<file path="src/rtl/edge_stream_sched.sv">
// -----------------------------------------------------------------------------
// edge_stream_sched
//
// Shares one single-port synchronous adjacency RAM between host edge-list
// loading and graph-walker lookups. For each accepted walker request the
// node's header word {count, base} is read from address node_idx, then the
// node's successor indices are streamed one per cycle from base upwards
// (wrapping modulo 2^ADDR_WIDTH), each tagged with a descending
// remaining-count so the final edge carries count 1.
//
// Handshakes: every valid/ready pair transfers when both are high in the same
// cycle. Producers hold data stable while valid is high and ready is low;
// ready is never a precondition for asserting valid.
//
// Ports
//   clk, rst_n                      clock, asynchronous active-low reset
//   req_valid/req_ready/req_node_idx          walker lookup request
//   edge_valid/edge_ready/edge_node_idx/edge_counter  successor stream
//   err_zero_edge                   one-cycle pulse: header count was zero
//   host_wr_valid/host_wr_ready/host_wr_addr/host_wr_data  host RAM load
//   mem_en/mem_we/mem_addr/mem_wdata/mem_rdata  RAM port, 1-cycle read latency
//   state_dbg_o                     current FSM state (IDLE/HDR_RD/HDR_LATCH/STREAM)
//
// Build option
//   EDGE_SCHED_RR_ARB_EN  defined: round-robin host/walker arbitration in IDLE.
//                         undefined: fixed host priority.
// -----------------------------------------------------------------------------
module edge_stream_sched #(
    parameter int NODE_IDX_WIDTH = 10,
    parameter int COUNTER_WIDTH  = 4,
    parameter int ADDR_WIDTH     = 12,
    parameter int DATA_WIDTH     = 16
) (
    input  logic                      clk,
    input  logic                      rst_n,
    input  logic                      req_valid,
    output logic                      req_ready,
    input  logic [NODE_IDX_WIDTH-1:0] req_node_idx,
    output logic                      edge_valid,
    input  logic                      edge_ready,
    output logic [NODE_IDX_WIDTH-1:0] edge_node_idx,
    output logic [COUNTER_WIDTH-1:0]  edge_counter,
    output logic                      err_zero_edge,
    input  logic                      host_wr_valid,
    output logic                      host_wr_ready,
    input  logic [ADDR_WIDTH-1:0]     host_wr_addr,
    input  logic [DATA_WIDTH-1:0]     host_wr_data,
    output logic                      mem_en,
    output logic                      mem_we,
    output logic [ADDR_WIDTH-1:0]     mem_addr,
    output logic [DATA_WIDTH-1:0]     mem_wdata,
    input  logic [DATA_WIDTH-1:0]     mem_rdata,
    output logic [1:0]                state_dbg_o
);

    localparam logic [1:0] IDLE      = 2'd0;
    localparam logic [1:0] HDR_RD    = 2'd1;
    localparam logic [1:0] HDR_LATCH = 2'd2;
    localparam logic [1:0] STREAM    = 2'd3;

    localparam logic [COUNTER_WIDTH-1:0] CNT_ONE  = {{(COUNTER_WIDTH-1){1'b0}}, 1'b1};
    localparam logic [COUNTER_WIDTH-1:0] CNT_ZERO = '0;
    localparam logic [ADDR_WIDTH-1:0]    ADDR_ONE = {{(ADDR_WIDTH-1){1'b0}}, 1'b1};

    logic [1:0]                state_q, state_d;
    logic [NODE_IDX_WIDTH-1:0] node_q, node_d;
    logic [ADDR_WIDTH-1:0]     ptr_q, ptr_d;
    logic [COUNTER_WIDTH-1:0]  issue_left_q, issue_left_d;
    logic [COUNTER_WIDTH-1:0]  out_left_q, out_left_d;
    logic                      edge_valid_q, edge_valid_d;
    logic [COUNTER_WIDTH-1:0]  edge_cnt_q, edge_cnt_d;
    logic [NODE_IDX_WIDTH-1:0] edge_idx_q, edge_idx_d;
    logic                      fresh_q, fresh_d;

    logic                      in_idle;
    logic                      host_win;
    logic                      host_grant;
    logic                      walk_grant;
    logic                      issue;
    logic [COUNTER_WIDTH-1:0]  hdr_cnt;
    logic [ADDR_WIDTH-1:0]     hdr_base;

    assign hdr_cnt  = mem_rdata[DATA_WIDTH-1 -: COUNTER_WIDTH];
    assign hdr_base = mem_rdata[ADDR_WIDTH-1:0];

    // Grants are gated by rst_n so that both ready outputs and the RAM port
    // drop the moment reset is asserted, even with requesters still valid.
    assign in_idle = (state_q == IDLE) && rst_n;

`ifdef EDGE_SCHED_RR_ARB_EN
    logic last_host_q, last_host_d;

    // Host wins unless the walker is also waiting and the host had the last grant.
    assign host_win = !req_valid || !last_host_q;

    always_comb begin
        last_host_d = last_host_q;
        if (host_grant) begin
            last_host_d = 1'b1;
        end else if (walk_grant) begin
            last_host_d = 1'b0;
        end
    end

    always_ff @(posedge clk or negedge rst_n) begin
        if (!rst_n) begin
            last_host_q <= 1'b0;
        end else begin
            last_host_q <= last_host_d;
        end
    end
`else
    assign host_win = 1'b1;
`endif

    assign host_grant = in_idle && host_wr_valid && host_win;
    assign walk_grant = in_idle && req_valid && !host_grant;

    // A read issued now lands in the output stage next cycle, so it may only
    // go out when that stage will be free by then.
    assign issue = (state_q == STREAM) && (issue_left_q != CNT_ZERO)
                   && (!edge_valid_q || edge_ready);

    always_comb begin
        state_d       = state_q;
        node_d        = node_q;
        ptr_d         = ptr_q;
        issue_left_d  = issue_left_q;
        out_left_d    = out_left_q;
        edge_valid_d  = edge_valid_q;
        edge_cnt_d    = edge_cnt_q;
        edge_idx_d    = edge_idx_q;
        fresh_d       = issue;
        mem_en        = 1'b0;
        mem_we        = 1'b0;
        mem_addr      = '0;
        mem_wdata     = '0;
        err_zero_edge = 1'b0;

        case (state_q)
            IDLE: begin
                if (host_grant) begin
                    mem_en    = 1'b1;
                    mem_we    = 1'b1;
                    mem_addr  = host_wr_addr;
                    mem_wdata = host_wr_data;
                end else if (walk_grant) begin
                    node_d  = req_node_idx;
                    state_d = HDR_RD;
                end
            end
            HDR_RD: begin
                mem_en   = 1'b1;
                mem_addr = {{(ADDR_WIDTH-NODE_IDX_WIDTH){1'b0}}, node_q};
                state_d  = HDR_LATCH;
            end
            HDR_LATCH: begin
                if (hdr_cnt == CNT_ZERO) begin
                    err_zero_edge = 1'b1;
                    state_d       = IDLE;
                end else begin
                    issue_left_d = hdr_cnt;
                    out_left_d   = hdr_cnt;
                    ptr_d        = hdr_base;
                    state_d      = STREAM;
                end
            end
            STREAM: begin
                if (issue) begin
                    mem_en       = 1'b1;
                    mem_addr     = ptr_q;
                    ptr_d        = ptr_q + ADDR_ONE;
                    issue_left_d = issue_left_q - CNT_ONE;
                end
                if (edge_valid_q && edge_ready && (edge_cnt_q == CNT_ONE)) begin
                    state_d = IDLE;
                end
            end
            default: state_d = IDLE;
        endcase

        // The counter is registered alongside the read so it appears with the
        // returned word; the index itself is captured from the RAM one cycle
        // later and held from then on.
        if (fresh_q) begin
            edge_idx_d = mem_rdata[NODE_IDX_WIDTH-1:0];
        end
        if (issue) begin
            edge_valid_d = 1'b1;
            edge_cnt_d   = out_left_q;
            out_left_d   = out_left_q - CNT_ONE;
        end else if (edge_valid_q && edge_ready) begin
            edge_valid_d = 1'b0;
        end
    end

    always_ff @(posedge clk or negedge rst_n) begin
        if (!rst_n) begin
            state_q      <= IDLE;
            node_q       <= '0;
            ptr_q        <= '0;
            issue_left_q <= '0;
            out_left_q   <= '0;
            edge_valid_q <= 1'b0;
            edge_cnt_q   <= '0;
            edge_idx_q   <= '0;
            fresh_q      <= 1'b0;
        end else begin
            state_q      <= state_d;
            node_q       <= node_d;
            ptr_q        <= ptr_d;
            issue_left_q <= issue_left_d;
            out_left_q   <= out_left_d;
            edge_valid_q <= edge_valid_d;
            edge_cnt_q   <= edge_cnt_d;
            edge_idx_q   <= edge_idx_d;
            fresh_q      <= fresh_d;
        end
    end

    assign req_ready     = walk_grant;
    assign host_wr_ready = host_grant;
    assign edge_valid    = edge_valid_q;
    assign edge_counter  = edge_cnt_q;
    // In the cycle the read returns, pass the RAM word straight through.
    assign edge_node_idx = fresh_q ? mem_rdata[NODE_IDX_WIDTH-1:0] : edge_idx_q;
    assign state_dbg_o   = state_q;

endmodule

</file>
<file path="config.mk">
export PLATFORM = sky130hd
export DESIGN_NAME = edge_stream_sched
export DESIGN_NICKNAME = d
export VERILOG_FILES = /design/src/rtl/edge_stream_sched.sv
export SDC_FILE = /design/constraint.sdc
export NUM_CORES = 1
export LEC_CHECK = 0
export CAP_MARGIN = 20
export CORE_MARGIN = 4
export CORE_UTILIZATION = 46
export DETAILED_ROUTE_END_ITERATION = 8
export PLACE_DENSITY = 0.95
export SETUP_SLACK_MARGIN = 0.05
export SLEW_MARGIN = 20
export SYNTH_ARGS = -nofsm -noshare
export SYNTH_HDL_FRONTEND = slang
export SYNTH_SLANG_ARGS = --single-unit
</file>
<file path="constraint.sdc">
create_clock -name clk -period 3.2 [get_ports clk]
set_clock_uncertainty 0.05 [all_clocks]
set_input_delay 0.32 -clock clk [delete_from_list [all_inputs] [get_ports clk]]
set_output_delay 0.32 -clock clk [all_outputs]
set_load 0.005 [all_outputs]
</file>
==> results of run 1 <==
[power groups by stage]
stage                     clock network [W]  logic, W  registers, W
after floorplan                           0   0.00114       0.00111
after global placement                    0   0.00177       0.00120
after detailed placement                  0   0.00184       0.00122
final                              0.000385   0.00185       0.00122
after CTS                          0.000387   0.00185       0.00121
after global routing               0.000420   0.00204       0.00126
[layout make-up]
| type | count | area (µm²) | area share [%] |
|---|---|---|---|
| Multi-Input combinational cell | 182 | 1275 | 33.17 |
| Sequential cell | 48 | 1201 | 31.25 |
| Clock buffer | 7 | 86.33 | 2.246 |
| Clock inverter | 1 | 7.507 | 0.1953 |
| Inverter | 18 | 70.07 | 1.823 |
| Tap cell | 72 | 90.09 | 2.344 |
| Timing Repair Buffer | 113 | 1114 | 28.97 |
[kinds of logic after synthesis]
family	count (synthesis)	share of synthesized area, %
AND/OR/NAND/NOR	92	18.59
AO/OA/AOI/OAI	65	19.17
flip-flops	48	46.00
buffers and inverters	32	5.414
multiplexers	22	9.392
adder cells (fa/ha/maj)	3	1.438
[what timing repair did]
item / 4_1_cts / 5_1_grt
hold endpoints to repair: 0 / 0
hold buffers: 0 / 0
setup endpoints to repair: 0 / 4
gates resized for setup: 0 / 1
[worst max-delay path by stage]
stage	startpoint	to	slack (ns)	depth (start not counted)
2_1_floorplan	issue_left_q[0]	mem_addr[6]	1.22	8
3_3_place_gp	edge_ready	mem_addr[4]	0.61	7
3_5_place_dp	edge_ready	mem_addr[7]	0.55	7
4_1_cts	issue_left_q[0]	mem_addr[7]	0.24	8
5_1_grt	issue_left_q[0]	mem_addr[2]	0.07	8
6_report	issue_left_q[0]	mem_addr[7]	0.28	8
[flip-flops by register name, indices dropped and copies added (netlist names)]
signal,flops
edge_counter,4
edge_idx_q,10
edge_valid,1
fresh_q,1
issue_left_q,4
node_q,10
out_left_q,4
ptr_q,12
state_dbg_o,2
[routing by layer]
metal	GRT usage [%]	vias up	share of wire, %	wire (µm)
met4	8.618	0	2.8	210
met1	26.47	1216	39	2957
li1	-	1176	-	-
met3	5.258	30	7.6	571
met5	0	-	0	0
met2	37.10	141	50	3792
[per-stage QoR]
step,std cells,instance area (µm²)
final,441,3844
after global routing,441,3844
after CTS,441,3837
after detailed placement,433,3744
after global placement,433,3744
after floorplan,262,2611
[worst max-delay path: stages, from the launching register on]
cell             delay, ns
dfrtp_1               0.35
inv_1                 0.07
ha_1                  0.23
nor3b_4               0.17
or3_4                 0.47
inv_4                 0.19
a222oi_1              0.13
inv_1                 0.11
clkdlybuf4s50_1       0.52
[cells in the mapped netlist, types with 3 or more instances]
| cell type | number | share of area [%] |
|---|---|---|
| inv_1 | 17 | 2.4 |
| nor4_1 | 3 | 0.72 |
| a31oi_1 | 5 | 1.2 |
| o22a_1 | 5 | 1.7 |
| and2_1 | 16 | 3.8 |
| dfrtp_1 | 48 | 46 |
| a21oi_1 | 8 | 1.5 |
| o21ai_0 | 13 | 2.5 |
| ha_1 | 3 | 1.4 |
| nor3_1 | 4 | 0.77 |
| a41oi_1 | 3 | 1.0 |
| a222oi_1 | 10 | 3.8 |
| nand2_1 | 23 | 3.3 |
| nor2b_1 | 3 | 0.72 |
| and3_1 | 5 | 1.2 |
| or3_1 | 3 | 0.72 |
| nand3_1 | 4 | 0.77 |
| nor2_1 | 20 | 2.9 |
| clkbuf_1 | 9 | 1.3 |
| mux2_2 | 20 | 8.6 |
| buf_2 | 3 | 0.57 |
==> metrics.cfg, run 1 <==
[status]
status = finished clean

[worst_setup_path]
rr_endpoint = ptr_q[11]
reg2reg_depth = 6
crit_fanout = 19
setup.worst_path.class = flip-flop to output pin
cp-end-kind = output pin
worst_setup_path_start_kind = flip-flop
critPathArrivalTime_ns = 2.55
r2r-start = issue_left_q[0]
required_ns = 2.83
reg2reg_slack_ns = 1.15

[global_routing]
antenna_found_initial = 0
overflow = 0
grt_util_all_layers_pct = 21.79
grt_pass1_vias = 2590
grt_max_degree = 49
grt_pass1_wl_um = 12360

[run]
drv_cap = 0

[power_and_ir_drop]
intPower_w = 0.002116
finalPower_w = 0.003453
switching_share_pct = 38.73
comb_power_share_pct = 53.5
p_clk_share_pct = 11.1
ir_drop_v = 0.0005285
powerDensity_nw_per_um2 = 898.3
switching_power_w = 0.001337
leakage_nw = 1.624
seq_power_share_pct = 35.3

[worst_hold_path]
hold_class = primary input to async pin

[sta]
setup_viol = 0
final.setup.tns_ns = 0
hold_slack_ns = 0.1047
fmax_ghz = 0.3422
worst_pin_slew_ns = 0.8592
setup_ws_ns = 0.2775
max_slew_margin_pct = 42.60
rsz0062_at_grt = no
post-route-min-period_ns = 2.923
slew_violations = 0
hold_viol = 0
fin_crit_sh_pct = 91.33

[cells_and_area]
final_common_cell = clkdlybuf4s50_1
layout_common_cells = 107 x clkdlybuf4s50_1, 48 x dfrtp_1, 23 x nand2_1, 20 x nor2_1, 20 x mux2_2
n_fill_cell = 408
layout-drive-gt1-share_pct = 11.38
final_nets = 430
final_util_pct = 69.80
num_antenna_cells = 0
area_growth_pct = 47.20

[route]
postRouteAntennaNets = 0
drt_iter0_drc = 215
routed_wl_um = 7530
first_pass_iters = 6
via_per_inst = 5.812
post-route-drc-count = 0
vias = 2563
wl_per_cell_um = 17.07

[clock_tree]
cts_buffer_depth = 2
cts_buffers = 5
cts-htree-levels = 2
clk_pin_slew_ns = 0.09
cts_setup_buffers = 0
cts_tree = yes
clkLatencyLatePin_ns = 0.31
cts_root_buf = clkbuf_8
cts.sinks = 48

[yosys]
mappedNetlistNets = 324
ys_seq_elements = 48
yosys_warnings = 0
synth-seq-area-share_pct = 46.00
syn_inst = 262
synth.avg_cell_area_um2 = 9.967
synth-async-reset-ratio_pct = 100.0
synth_area_um2 = 2611
synth_edf_count = 0
synthDistinctLibCells = 49
synthFlopType = dfrtp_1

[placement]
port_buffers = 108
pre_cts_ws_ns = 0.5488
dp_hpwl_um = 5655
place_congestion = 0.8390

[floorplan]
core_area_um2 = 5507
die_y_um = 83.35
ioPinCount = 109
chipWidth_um = 83.35
dieArea_um2 = 6946
row_count = 27
start_util_pct = 47.42

No activity file was read; power rests on OpenSTA's default activity.
==> inputs of run 2 (changes only) <==
Settings changed: CORE_MARGIN 4 to 5.
==> metrics.cfg, run 2 (synthesis gave the netlist of run 1 again) <==
[status]
status = finished clean  ; unchanged

[worst_setup_path]
reg2reg_slack_ns = 1.12  ; was 1.15 ns
cp-end-kind = output pin  ; unchanged
reg2reg_depth = 6  ; unchanged
rr_endpoint = ptr_q[9]  ; was ptr_q[11]
required_ns = 2.83  ; about the same
critPathArrivalTime_ns = 2.61  ; was 2.55 ns
r2r-start = issue_left_q[0]  ; unchanged
setup.worst_path.class = flip-flop to output pin  ; unchanged
crit_fanout = 19  ; unchanged
worst_setup_path_start_kind = flip-flop  ; unchanged

[clock_tree]
cts_root_buf = clkbuf_8  ; unchanged
clkLatencyLatePin_ns = 0.31  ; about the same
cts_buffer_depth = 2  ; unchanged
cts-htree-levels = 2  ; unchanged
cts_tree = yes  ; unchanged
cts.sinks = 48  ; unchanged
cts_buffers = 5  ; unchanged
clk_pin_slew_ns = 0.09  ; about the same

[cells_and_area]
final_common_cell = clkdlybuf4s50_1  ; unchanged
area_growth_pct = 48.25  ; was 47.20%
n_fill_cell = 399  ; was 408
largest_reg_flops = 12  ; unchanged
layout_common_cells = 107 x clkdlybuf4s50_1, 48 x dfrtp_1, 23 x nand2_1, 20 x nor2_1, 20 x mux2_2  ; unchanged
final_nets = 430  ; unchanged
fin_area_um2 = 3871  ; was 3844 µm²
regMostFlops = ptr_q  ; unchanged
num_antenna_cells = 0  ; unchanged
top_regs = ptr_q: 12 flops, edge_idx_q: 10 flops, node_q: 10 flops  ; unchanged
layout-drive-gt1-share_pct = 11.65  ; was 11.38%

[worst_hold_path]
hold_class = primary input to async pin  ; unchanged

[route]
wl_per_cell_um = 17.68  ; was 17.07 µm
vias = 2567  ; was 2563
first_pass_iters = 7  ; was 6
via_per_inst = 5.821  ; was 5.812
post-route-drc-count = 0  ; unchanged
drt_iter0_drc = 184  ; was 215
postRouteAntennaNets = 0  ; unchanged
routed_wl_um = 7799  ; was 7530 µm

[sta]
hold_slack_ns = 0.09605  ; was 0.1047 ns
worst_pin_slew_ns = 0.8786  ; was 0.8592 ns
fin_crit_sh_pct = 93.23  ; was 91.33%
rsz0062_at_grt = no  ; unchanged
post-route-min-period_ns = 2.983  ; was 2.923 ns
hold_viol = 0  ; unchanged
final.setup.tns_ns = 0  ; unchanged
setup_viol = 0  ; unchanged
max_slew_margin_pct = 41.30  ; was 42.60%
fmax_ghz = 0.3352  ; was 0.3422 GHz
slew_violations = 0  ; unchanged

[global_routing]
grt_util_all_layers_pct = 22.23  ; was 21.79%
antenna_found_initial = 0  ; unchanged
grt_max_degree = 49  ; unchanged
overflow = 0  ; unchanged
grt_pass1_wl_um = 12970  ; was 12360 µm
grt_pass1_vias = 2665  ; was 2590

[power_and_ir_drop]
powerDensity_nw_per_um2 = 921.0  ; was 898.3 nW/µm²
ir_drop_v = 0.0005600  ; was 0.0005285 V
leakage_nw = 1.641  ; was 1.624 nW

[floorplan]
ioPinCount = 109  ; unchanged
dieArea_um2 = 7284  ; was 6946 µm²
die_y_um = 85.35  ; was 83.35 µm
chipWidth_um = 85.35  ; was 83.35 µm
start_util_pct = 47.42  ; unchanged
row_count = 27  ; unchanged
core_area_um2 = 5507  ; unchanged

[placement]
port_buffers = 108  ; unchanged
placed_area_um2 = 3744  ; unchanged
place_congestion = 0.8760  ; was 0.8390
dp_hpwl_um = 5769  ; was 5655 µm

[run]
drv_cap = 0  ; unchanged

-- run 2: worst max path at each step --
stage / start / end / cells past startpoint
final: issue_left_q[0] / mem_addr[5] / 8
after CTS: issue_left_q[0] / mem_addr[5] / 8
after global placement: edge_ready / mem_addr[5] / 7
after detailed placement: edge_ready / mem_addr[5] / 7
after floorplan: issue_left_q[0] / mem_addr[6] / 8
after global routing: issue_left_q[0] / mem_addr[9] / 8
-- run 2: per-stage QoR --
stage	std cells	power, W	util, %	worst slack, ns
3_5_place_dp	433	0.003075	67.98	0.5456
4_1_cts	441	0.003568	70.19	0.1692
6_report	441	0.003565	70.30	0.2167
5_1_grt	441	0.003831	70.30	0.09440
2_1_floorplan	262	0.002247	-	1.218
3_3_place_gp	433	0.002980	67.98	0.6028
-- run 2: layout make-up --
class | count | area, µm² | share of cell area, %
well taps | 72 | 90.09 | 2.327
repair buffers | 113 | 1114 | 28.77
multi-input cells | 182 | 1275 | 32.93
clock inverters | 2 | 38.79 | 1.002
flip-flops and latches | 48 | 1201 | 31.03
clock buffers | 6 | 82.58 | 2.133
inverters | 18 | 70.07 | 1.810
-- run 2: per-layer routing --
metal  routed length, µm  track usage, %  share of wire, %
met5                   0               0                 0
met4                 188           9.928               2.4
met3                 445           4.854               5.7
met2                4147           39.12                53
met1                3018           25.72                39
-- run 2: repair_timing --
action / 4_1_cts / 5_1_grt
hold buffers: 0 / 0
gates resized for setup: 0 / 1
endpoints found under the setup margin: 0 / 3
buffers inserted: 0 / 0
-- run 2: worst max-delay path: stages (launching register included) --
cell and delay [ns]:
dfrtp_1 0.36, inv_1 0.08, ha_1 0.23, nor3b_4 0.17, or3_4 0.47, inv_4 0.20, a222oi_1 0.14, inv_1 0.13
clkdlybuf4s50_1 0.53
-- run 2: power by group --
part | switching (W) | internal [W]
logic | 0.000857 | 0.00102
clock network | 0.000207 | 0.000255
registers | 0.000304 | 0.000918
total | 0.00137 | 0.00220
